<file path="config.mk">
export PLATFORM = sky130hd
export DESIGN_NAME = inst_fetch_stage
export DESIGN_NICKNAME = d
export VERILOG_FILES = /design/src/rtl/inst_fetch_stage.sv
export SDC_FILE = /design/constraint.sdc
export NUM_CORES = 1
export LEC_CHECK = 0
export ABC_AREA = 1
export BUFFER_PORTS_ARGS = -buffer_cell sky130_fd_sc_hd__clkbuf_2
export CAP_MARGIN = 20
export CORE_MARGIN = 2
export CORE_UTILIZATION = 50
export CTS_BUF_LIST = sky130_fd_sc_hd__clkbuf_8 sky130_fd_sc_hd__clkbuf_16
export DETAILED_ROUTE_END_ITERATION = 12
export PLACE_DENSITY = 0.78
export RECOVER_POWER = 100
export SYNTH_ARGS = -nofsm -noshare
export SYNTH_HDL_FRONTEND = slang
export SYNTH_SLANG_ARGS = --single-unit
</file>
<file path="constraint.sdc">
create_clock -name clk -period 2.3 [get_ports clk]
set_input_delay 0.46 -clock clk [delete_from_list [all_inputs] [get_ports clk]]
set_output_delay 0.46 -clock clk [all_outputs]
set_load 0.005 [all_outputs]
</file>
<file path="src/rtl/inst_fetch_stage.sv">
// IF stage: PC register, async instruction-ROM address, IF/ID register; 1-cycle fetch latency.
// stall_in freezes PC and IF/ID; taken redirects squash IF/ID (1 bubble) unless IF_DELAY_SLOT_EN keeps the delay slot.
// Optional feature macro: IF_DELAY_SLOT_EN.
module inst_fetch_stage #(
    parameter logic [31:0] RESET_PC = 32'h0000_0000,
    parameter logic [31:0] NOP_WORD = 32'h0000_0000
) (
    input  logic        clk,
    input  logic        rst,
    input  logic        stall_in,
    input  logic        branch_taken_in,
    input  logic [15:0] branch_offset_in,
    input  logic        jump_in,
    input  logic [25:0] jump_index_in,
    input  logic        jr_in,
    input  logic [31:0] jr_addr_in,
    output logic [31:0] imem_addr_out,
    input  logic [31:0] imem_data_in,
    output logic [31:0] ins_out,
    output logic [31:0] pc_out,
    output logic [31:0] pc_plus4_out,
    output logic        valid_out,
    output logic        align_err_out
);

    logic [31:0] r_pc;
    logic [31:0] r_ins;
    logic [31:0] r_pc_id;
    logic [31:0] r_pc4_id;
    logic        r_valid;
    logic        r_align_err;

    logic [31:0] w_pc_plus4;
    logic [31:0] w_br_target;
    logic [31:0] w_jump_target;
    logic [31:0] w_jr_target;
    logic [31:0] w_target;
    logic        w_jr_acc;
    logic        w_jump_acc;
    logic        w_br_acc;
    logic        w_redirect;
    logic        w_squash;
    logic        w_jr_misaligned;

    assign w_pc_plus4      = r_pc + 32'd4;
    assign w_br_target     = r_pc4_id + {{14{branch_offset_in[15]}}, branch_offset_in, 2'b00};
    assign w_jump_target   = {r_pc4_id[31:28], jump_index_in, 2'b00};
    assign w_jr_target     = {jr_addr_in[31:2], 2'b00};
    assign w_jr_misaligned = (jr_addr_in[1:0] != 2'b00);

    // Redirects come from the instruction held in IF/ID, so a bubble cannot redirect.
    assign w_jr_acc   = r_valid & jr_in;
    assign w_jump_acc = r_valid & jump_in;
    assign w_br_acc   = r_valid & branch_taken_in;
    assign w_redirect = w_jr_acc | w_jump_acc | w_br_acc;

    always_comb begin
        w_target = w_pc_plus4;
        if (w_jr_acc) begin
            w_target = w_jr_target;
        end else if (w_jump_acc) begin
            w_target = w_jump_target;
        end else if (w_br_acc) begin
            w_target = w_br_target;
        end
    end

`ifdef IF_DELAY_SLOT_EN
    assign w_squash = 1'b0;
`else
    assign w_squash = w_redirect;
`endif

    always_ff @(posedge clk) begin
        if (rst) begin
            r_pc        <= RESET_PC;
            r_ins       <= NOP_WORD;
            r_pc_id     <= 32'd0;
            r_pc4_id    <= 32'd0;
            r_valid     <= 1'b0;
            r_align_err <= 1'b0;
        end else begin
            r_align_err <= 1'b0;
            if (!stall_in) begin
                r_pc        <= w_target;
                r_pc_id     <= r_pc;
                r_pc4_id    <= w_pc_plus4;
                r_ins       <= w_squash ? NOP_WORD : imem_data_in;
                r_valid     <= ~w_squash;
                r_align_err <= w_jr_acc & w_jr_misaligned;
            end
        end
    end

    assign imem_addr_out = r_pc;
    assign ins_out       = r_ins;
    assign pc_out        = r_pc_id;
    assign pc_plus4_out  = r_pc4_id;
    assign valid_out     = r_valid;
    assign align_err_out = r_align_err;

endmodule
</file>
---- Word level (Yosys, flattened, before mapping) ----
Index checks and enable logic that the tools add are counted.
word-level totals
  logic and storage cells ................. 21
  bits in registers ....................... 130
  output and inout bits ................... 130
  input port bits ......................... 112
operators by class
  reduce and logical (&&, ||, !) cells .... 2
  bitwise logic cells ..................... 7
  multiplexer cells ....................... 4
  $add $sub $neg .......................... 2
operator list
  cell                                                             number
  32-bit two-way mux                                               4
  32-bit by 3-bit adder with 32-bit output, second input constant  1
  32-bit adder                                                     1
  1-bit bitwise AND                                                4
  1-bit OR                                                         2
  2-bit nonzero test                                               1
  2-bit OR reduction                                               1
  1-bit inverter                                                   1

---- Longest topological paths before layout ----
  depth in word-level cells ............... 4
  mapped depth ............................ 16
  depth with buffers taken out ............ 16

---- Least setup slack after synthesis ----
Ideal clock, no wire load.
  path kind ............................... input to register
  start ................................... input branch_offset_in[0]
  end ..................................... register r_pc[30] (netlist: imem_addr_out[30])
  cell stages on the path ................. 16
  required time ........................... 2188 ps
  arrival time ............................ 1927 ps
  slack ................................... 260 ps
  cell sequence ........................... ha_1 -> fa_1 -> nand2_1 -> inv_1 -> nand2_1 -> nand2_1 -> nand3_1 -> nand3_1 -> nand2_1 -> nand2_1 -> nand2_1 -> nand3_1 -> nand3_1 -> nand2_1 -> nand2_1 -> nand2_1
on the way
  word-level cells in the longest chain between the ends .. 4
RTL lines
  element               line  RTL
  start, declared       12    input logic [15:0] branch_offset_in,
  32-bit adder          46    assign w_br_target = r_pc4_id + {{14{branch_offset_in[15]}}, branch_offset_in, 2'b00};
  32-bit two-way mux    63    end else if (w_br_acc) begin
  32-bit two-way mux    61    end else if (w_jump_acc) begin
  32-bit two-way mux    59    if (w_jr_acc) begin
  end signal, assigned  85    r_pc <= w_target;
  end, declared         26    logic [31:0] r_pc;
Every way passes these cells.
A chain may end at the register's enable or synchronous reset.

---- Worst setup path in the final report ----
  start ................................... register r_pc[3] (netlist: imem_addr_out[3])
  end ..................................... register r_pc[6] (netlist: imem_addr_out[6])
on the way
  word-level cells in the longest chain between the ends .. 4
RTL lines
  element                                   line  RTL
  32-bit by 3-bit adder with 32-bit output  45    assign w_pc_plus4 = r_pc + 32'd4;
  32-bit two-way mux                        63
  32-bit two-way mux                        61
  32-bit two-way mux                        59
Every way passes these cells.

==> impl_metrics.prom <==
# TYPE chip_impl_metric gauge
chip_impl_info{name="status",value="complete, no violations"} 1
chip_impl_metric{name="synth_largest_type_area_fraction",unit=""} 0.3142
chip_impl_info{name="crit_path_top_delay_cell",value="xor2_1"} 1
chip_impl_info{name="synth_largest_area_cell",value="dfxtp_1"} 1
chip_impl_info{name="cell_chain_of_the_critical_path",value="ha_1, nand2_1, nor2_1, xor2_1, o21ai_0, o211ai_1, o21ai_0, o22ai_1"} 1
chip_impl_info{name="cts_tree",value="done"} 1
chip_impl_metric{name="maxSlewViolCount",unit=""} 0
chip_impl_metric{name="dp_hpwl",unit="mm"} 23.38
chip_impl_metric{name="tns",unit="ps"} 0
chip_impl_metric{name="dpl.cell_count",unit=""} 1760
chip_impl_metric{name="grt.met3_usage",unit=""} 0.06983
chip_impl_metric{name="synthesis.area_per_instance",unit="um^2"} 6.417
chip_impl_metric{name="power.density_cell_area",unit="nW/um^2"} 622.5
chip_impl_metric{name="min_period_over_period",unit=""} 0.9352
chip_impl_metric{name="finalNonFillerCells",unit=""} 1791
chip_impl_metric{name="max-slew-margin-rel",unit=""} 0.2281
chip_impl_metric{name="yosys.cell_types.count",unit=""} 43
chip_impl_metric{name="grt_max_degree",unit=""} 73
chip_impl_metric{name="cts-resized-gates",unit=""} 0
chip_impl_metric{name="critPathArrivalTime",unit="ps"} 2500
chip_impl_info{name="netlist_top_cells_count",value="nand2_1 (426), inv_1 (144), dfxtp_1 (128)"} 1
chip_impl_metric{name="start_util",unit=""} 0.5116
chip_impl_metric{name="dr.pass1.iters",unit=""} 6
chip_impl_metric{name="skew",unit="ps"} 9.127
chip_impl_info{name="synth_area_leaders",value="dfxtp_1 (31%), nand2_1 (20%), inv_1 (6.6%)"} 1
chip_impl_metric{name="synth_fp_nets",unit=""} 1414
chip_impl_metric{name="fill_cells",unit=""} 1519
chip_impl_metric{name="finish.net_count",unit=""} 1706
chip_impl_info{name="worstHoldPathType",value="in -> reg"} 1
chip_impl_metric{name="grt.met2_usage",unit=""} 0.5230
chip_impl_info{name="critPathLaunch",value="imem_addr_out[3]$_SDFFE_PP0N_"} 1
chip_impl_metric{name="place_area",unit="um^2"} 10010
chip_impl_info{name="timing.critical_path.mode_cell",value="o21ai_0"} 1
chip_impl_metric{name="cts.hold.buffers_added",unit=""} 0
chip_impl_info{name="timing.critical_path.from_type",value="register"} 1
chip_impl_metric{name="routabilityCongestion",unit=""} 1.034
chip_impl_metric{name="gr-usage-all-layers",unit=""} 0.3384
chip_impl_metric{name="register_area",unit="um^2"} 2562
chip_impl_metric{name="post-layout-total-power",unit="mW"} 6.493
chip_impl_metric{name="syn_area",unit="um^2"} 8157
chip_impl_metric{name="number_of_antenna_violations_at_the_first_check_in_global_routing",unit=""} 0
chip_impl_info{name="worstReg2RegStart",value="imem_addr_out[3]$_SDFFE_PP0N_"} 1
chip_impl_metric{name="cts.reportedPaths.clkPinSlew",unit="ps"} 60
chip_impl_metric{name="h_tree_depth",unit=""} 4
chip_impl_metric{name="number_of_sinks_driven_by_the_clock_tree",unit=""} 128
chip_impl_metric{name="max_slew.worst_pin.slew",unit="ps"} 1154
chip_impl_metric{name="die-area",unit="um^2"} 17350
chip_impl_metric{name="wire_length_of_the_first_global_routing_pass",unit="mm"} 46.38
chip_impl_metric{name="critical_path.n_buffers_inverters",unit=""} 0
chip_impl_info{name="rsz_0062_raised_after_global_routing",value="false"} 1
chip_impl_metric{name="finalHoldViolations",unit=""} 0
chip_impl_metric{name="final_setup_violation_count",unit=""} 0
chip_impl_metric{name="final_layout_size_suffix_gt1_frac",unit=""} 0.2038
chip_impl_metric{name="max_cap_violations",unit=""} 0
chip_impl_metric{name="finalInstanceArea",unit="um^2"} 10430
chip_impl_metric{name="synth_seq_cells",unit=""} 128
chip_impl_metric{name="grt_pass1_vias",unit=""} 8778
chip_impl_metric{name="clock_path_buffers",unit=""} 2
chip_impl_info{name="hold_path.startpoint",value="imem_data_in[27]"} 1
chip_impl_info{name="clk_root_buffer_cell",value="clkbuf_16"} 1
chip_impl_metric{name="antenna_left",unit=""} 0
chip_impl_metric{name="synth.yosys.warnings",unit=""} 0
chip_impl_metric{name="regToRegSetupSlack",unit="ps"} 150
chip_impl_metric{name="multiInputGateArea",unit="um^2"} 4767
chip_impl_info{name="classification_of_the_worst_setup_path",value="reg -> reg"} 1
chip_impl_metric{name="n_antenna_cell",unit=""} 0
chip_impl_metric{name="min_period",unit="ps"} 2151
chip_impl_metric{name="tritoncts.num_buffers",unit=""} 17
chip_impl_metric{name="maximum_operating_frequency",unit="GHz"} 0.4649
chip_impl_metric{name="cts_setup_buffers",unit=""} 0
chip_impl_metric{name="worst-endpoint-required",unit="ps"} 2640
chip_impl_metric{name="static-leakage-power",unit="nW"} 5.324
chip_impl_metric{name="reg2reg_depth",unit=""} 8
chip_impl_metric{name="clk_latency",unit="ps"} 420
chip_impl_metric{name="synth_enable_flop_cells",unit=""} 0
chip_impl_metric{name="wl_per_cell",unit="um"} 16.65
chip_impl_metric{name="synth_seq_area_share",unit=""} 0.3142
chip_impl_info{name="crit-reg2reg-capture",value="imem_addr_out[6]$_SDFFE_PP0N_"} 1
chip_impl_metric{name="crit_path_max_fanout",unit=""} 4
chip_impl_metric{name="wirelength",unit="mm"} 29.82
chip_impl_info{name="synth.most_common_cell",value="nand2_1"} 1
chip_impl_metric{name="fp.coreArea",unit="um^2"} 15940
chip_impl_info{name="cp_top_family",value="compound AO/OA/AOI/OAI gates"} 1
chip_impl_metric{name="syn-instance-count",unit=""} 1271
chip_impl_info{name="globalRoute.busiestLayer",value="met2"} 1
chip_impl_metric{name="vias",unit=""} 9699
chip_impl_metric{name="dieHeight",unit="um"} 131.7
chip_impl_info{name="synth_ff_type",value="dfxtp_1"} 1
chip_impl_metric{name="final_core_utilization",unit=""} 0.6543
chip_impl_metric{name="drt_first_iter_violations",unit=""} 1090
chip_impl_metric{name="holdPathStages",unit=""} 3
chip_impl_metric{name="cp_slowest_stage_delay",unit="ps"} 380
chip_impl_metric{name="worst_voltage_drop_across_the_vdd_grid",unit="mV"} 0.5620
chip_impl_metric{name="async_flop_share",unit=""} 0
chip_impl_metric{name="drc_errors",unit=""} 0
chip_impl_metric{name="io-pin-count",unit=""} 242
chip_impl_info{name="setup.worst_path.end_class",value="register"} 1
chip_impl_metric{name="die_w",unit="um"} 131.7
chip_impl_metric{name="core.rowCount",unit=""} 46
chip_impl_metric{name="drt-vias-per-instance",unit=""} 5.415
chip_impl_metric{name="globalRouteOverflowTotal",unit=""} 0
chip_impl_info{name="min_to",value="ins_out[27]$_SDFFE_PP0N_"} 1
chip_impl_metric{name="port_buffers",unit=""} 241
chip_impl_metric{name="layout_overhead_on_the_synthesized_area",unit="%"} 27.89
chip_impl_metric{name="grtUsageMet1",unit=""} 0.4673
## state kept, by name (all words and copies together), names as in the netlist
signal	flops
pc_plus4_out	30
ins_out	32
align_err_out	1
pc_out	32
valid_out	1
imem_addr_out	32
## cell type report
| cell class | count | area share |
|---|---|---|
| repair buffers | 322 | 0.1625 |
| flip-flops and latches | 128 | 0.2457 |
| inverters | 151 | 0.05434 |
| clock buffers | 18 | 0.04210 |
| multi-input cells | 943 | 0.4570 |
| well taps | 216 | 0.02591 |
| clock inverters | 13 | 0.01247 |
## through the flow
step | hold slack (ps) | setup slack [ps]
6_report | 283.8 | 149.0
5_1_grt | 276.5 | 1.529
4_1_cts | 261.6 | 55.32
3_5_place_dp | 443.0 | -229.2
3_3_place_gp | 429.2 | -208.4
2_1_floorplan | 441.6 | 260.4
## worst max-delay path by stage
stage	depth (start not counted)	end	slack [ps]
6_report	8	imem_addr_out[6]$_SDFFE_PP0N_	150
5_1_grt	13	imem_addr_out[16]$_SDFFE_PP0N_	2
4_1_cts	16	imem_addr_out[18]$_SDFFE_PP0N_	60
3_5_place_dp	13	imem_addr_out[18]$_SDFFE_PP0N_	-230
3_3_place_gp	13	imem_addr_out[18]$_SDFFE_PP0N_	-210
2_1_floorplan	16	imem_addr_out[30]$_SDFFE_PP0N_	260
## cell families (layout without fill, tap and decap cells)
family	count (synthesis)	count (layout)	share of synthesized area
compound gates	194	194	0.1447
xor+xnor	26	26	0.02884
fa+ha+maj	31	31	0.04847
buf+inv	200	504	0.1015
flops	128	128	0.3142
simple gates	692	692	0.3623
## routing by layer
metal	up-vias	wire, um
li1	4694	-
met1	4373	12660
met2	560	13040
met3	72	3106
met4	0	1012
met5	-	0
## worst reg2reg max path, cell delays in order, from the launching register on
cell      delay (ps)
dfxtp_1          350
ha_1             300
nand2_1          110
nor2_1           190
xor2_1           380
o21ai_0          150
o211ai_1         320
o21ai_0          150
o22ai_1          120
## report_power, final
group	total [mW]	switching [mW]	internal (mW)	leakage [nW]
clock network	2.65	1.11	1.54	0.277
registers	2.47	0.126	2.34	1.05
logic	1.38	0.832	0.544	4.00
## layout by cell type, fill, tap and decap left out, types with 3 or more instances in the layout
master,n
o21ai_0,88
nand2_1,425
nor2_2,5
nor2_1,115
nor2_4,5
clkbuf_1,71
nand3_2,4
clkbuf_16,17
nand2_2,6
inv_6,4
a22o_1,10
inv_2,5
a32o_1,17
nand4_1,17
o21ai_1,5
ha_1,27
nor3_1,13
a21oi_1,31
a31oi_1,14
o211ai_1,6
dfxtp_1,128
xnor2_1,5
nor3_2,7
nand2_4,3
buf_4,56
xor2_1,20
o21bai_1,14
inv_1,146
o22ai_1,5
clkbuf_2,189
nand3_1,86
Note: power is estimated with default switching activity, not from simulation.
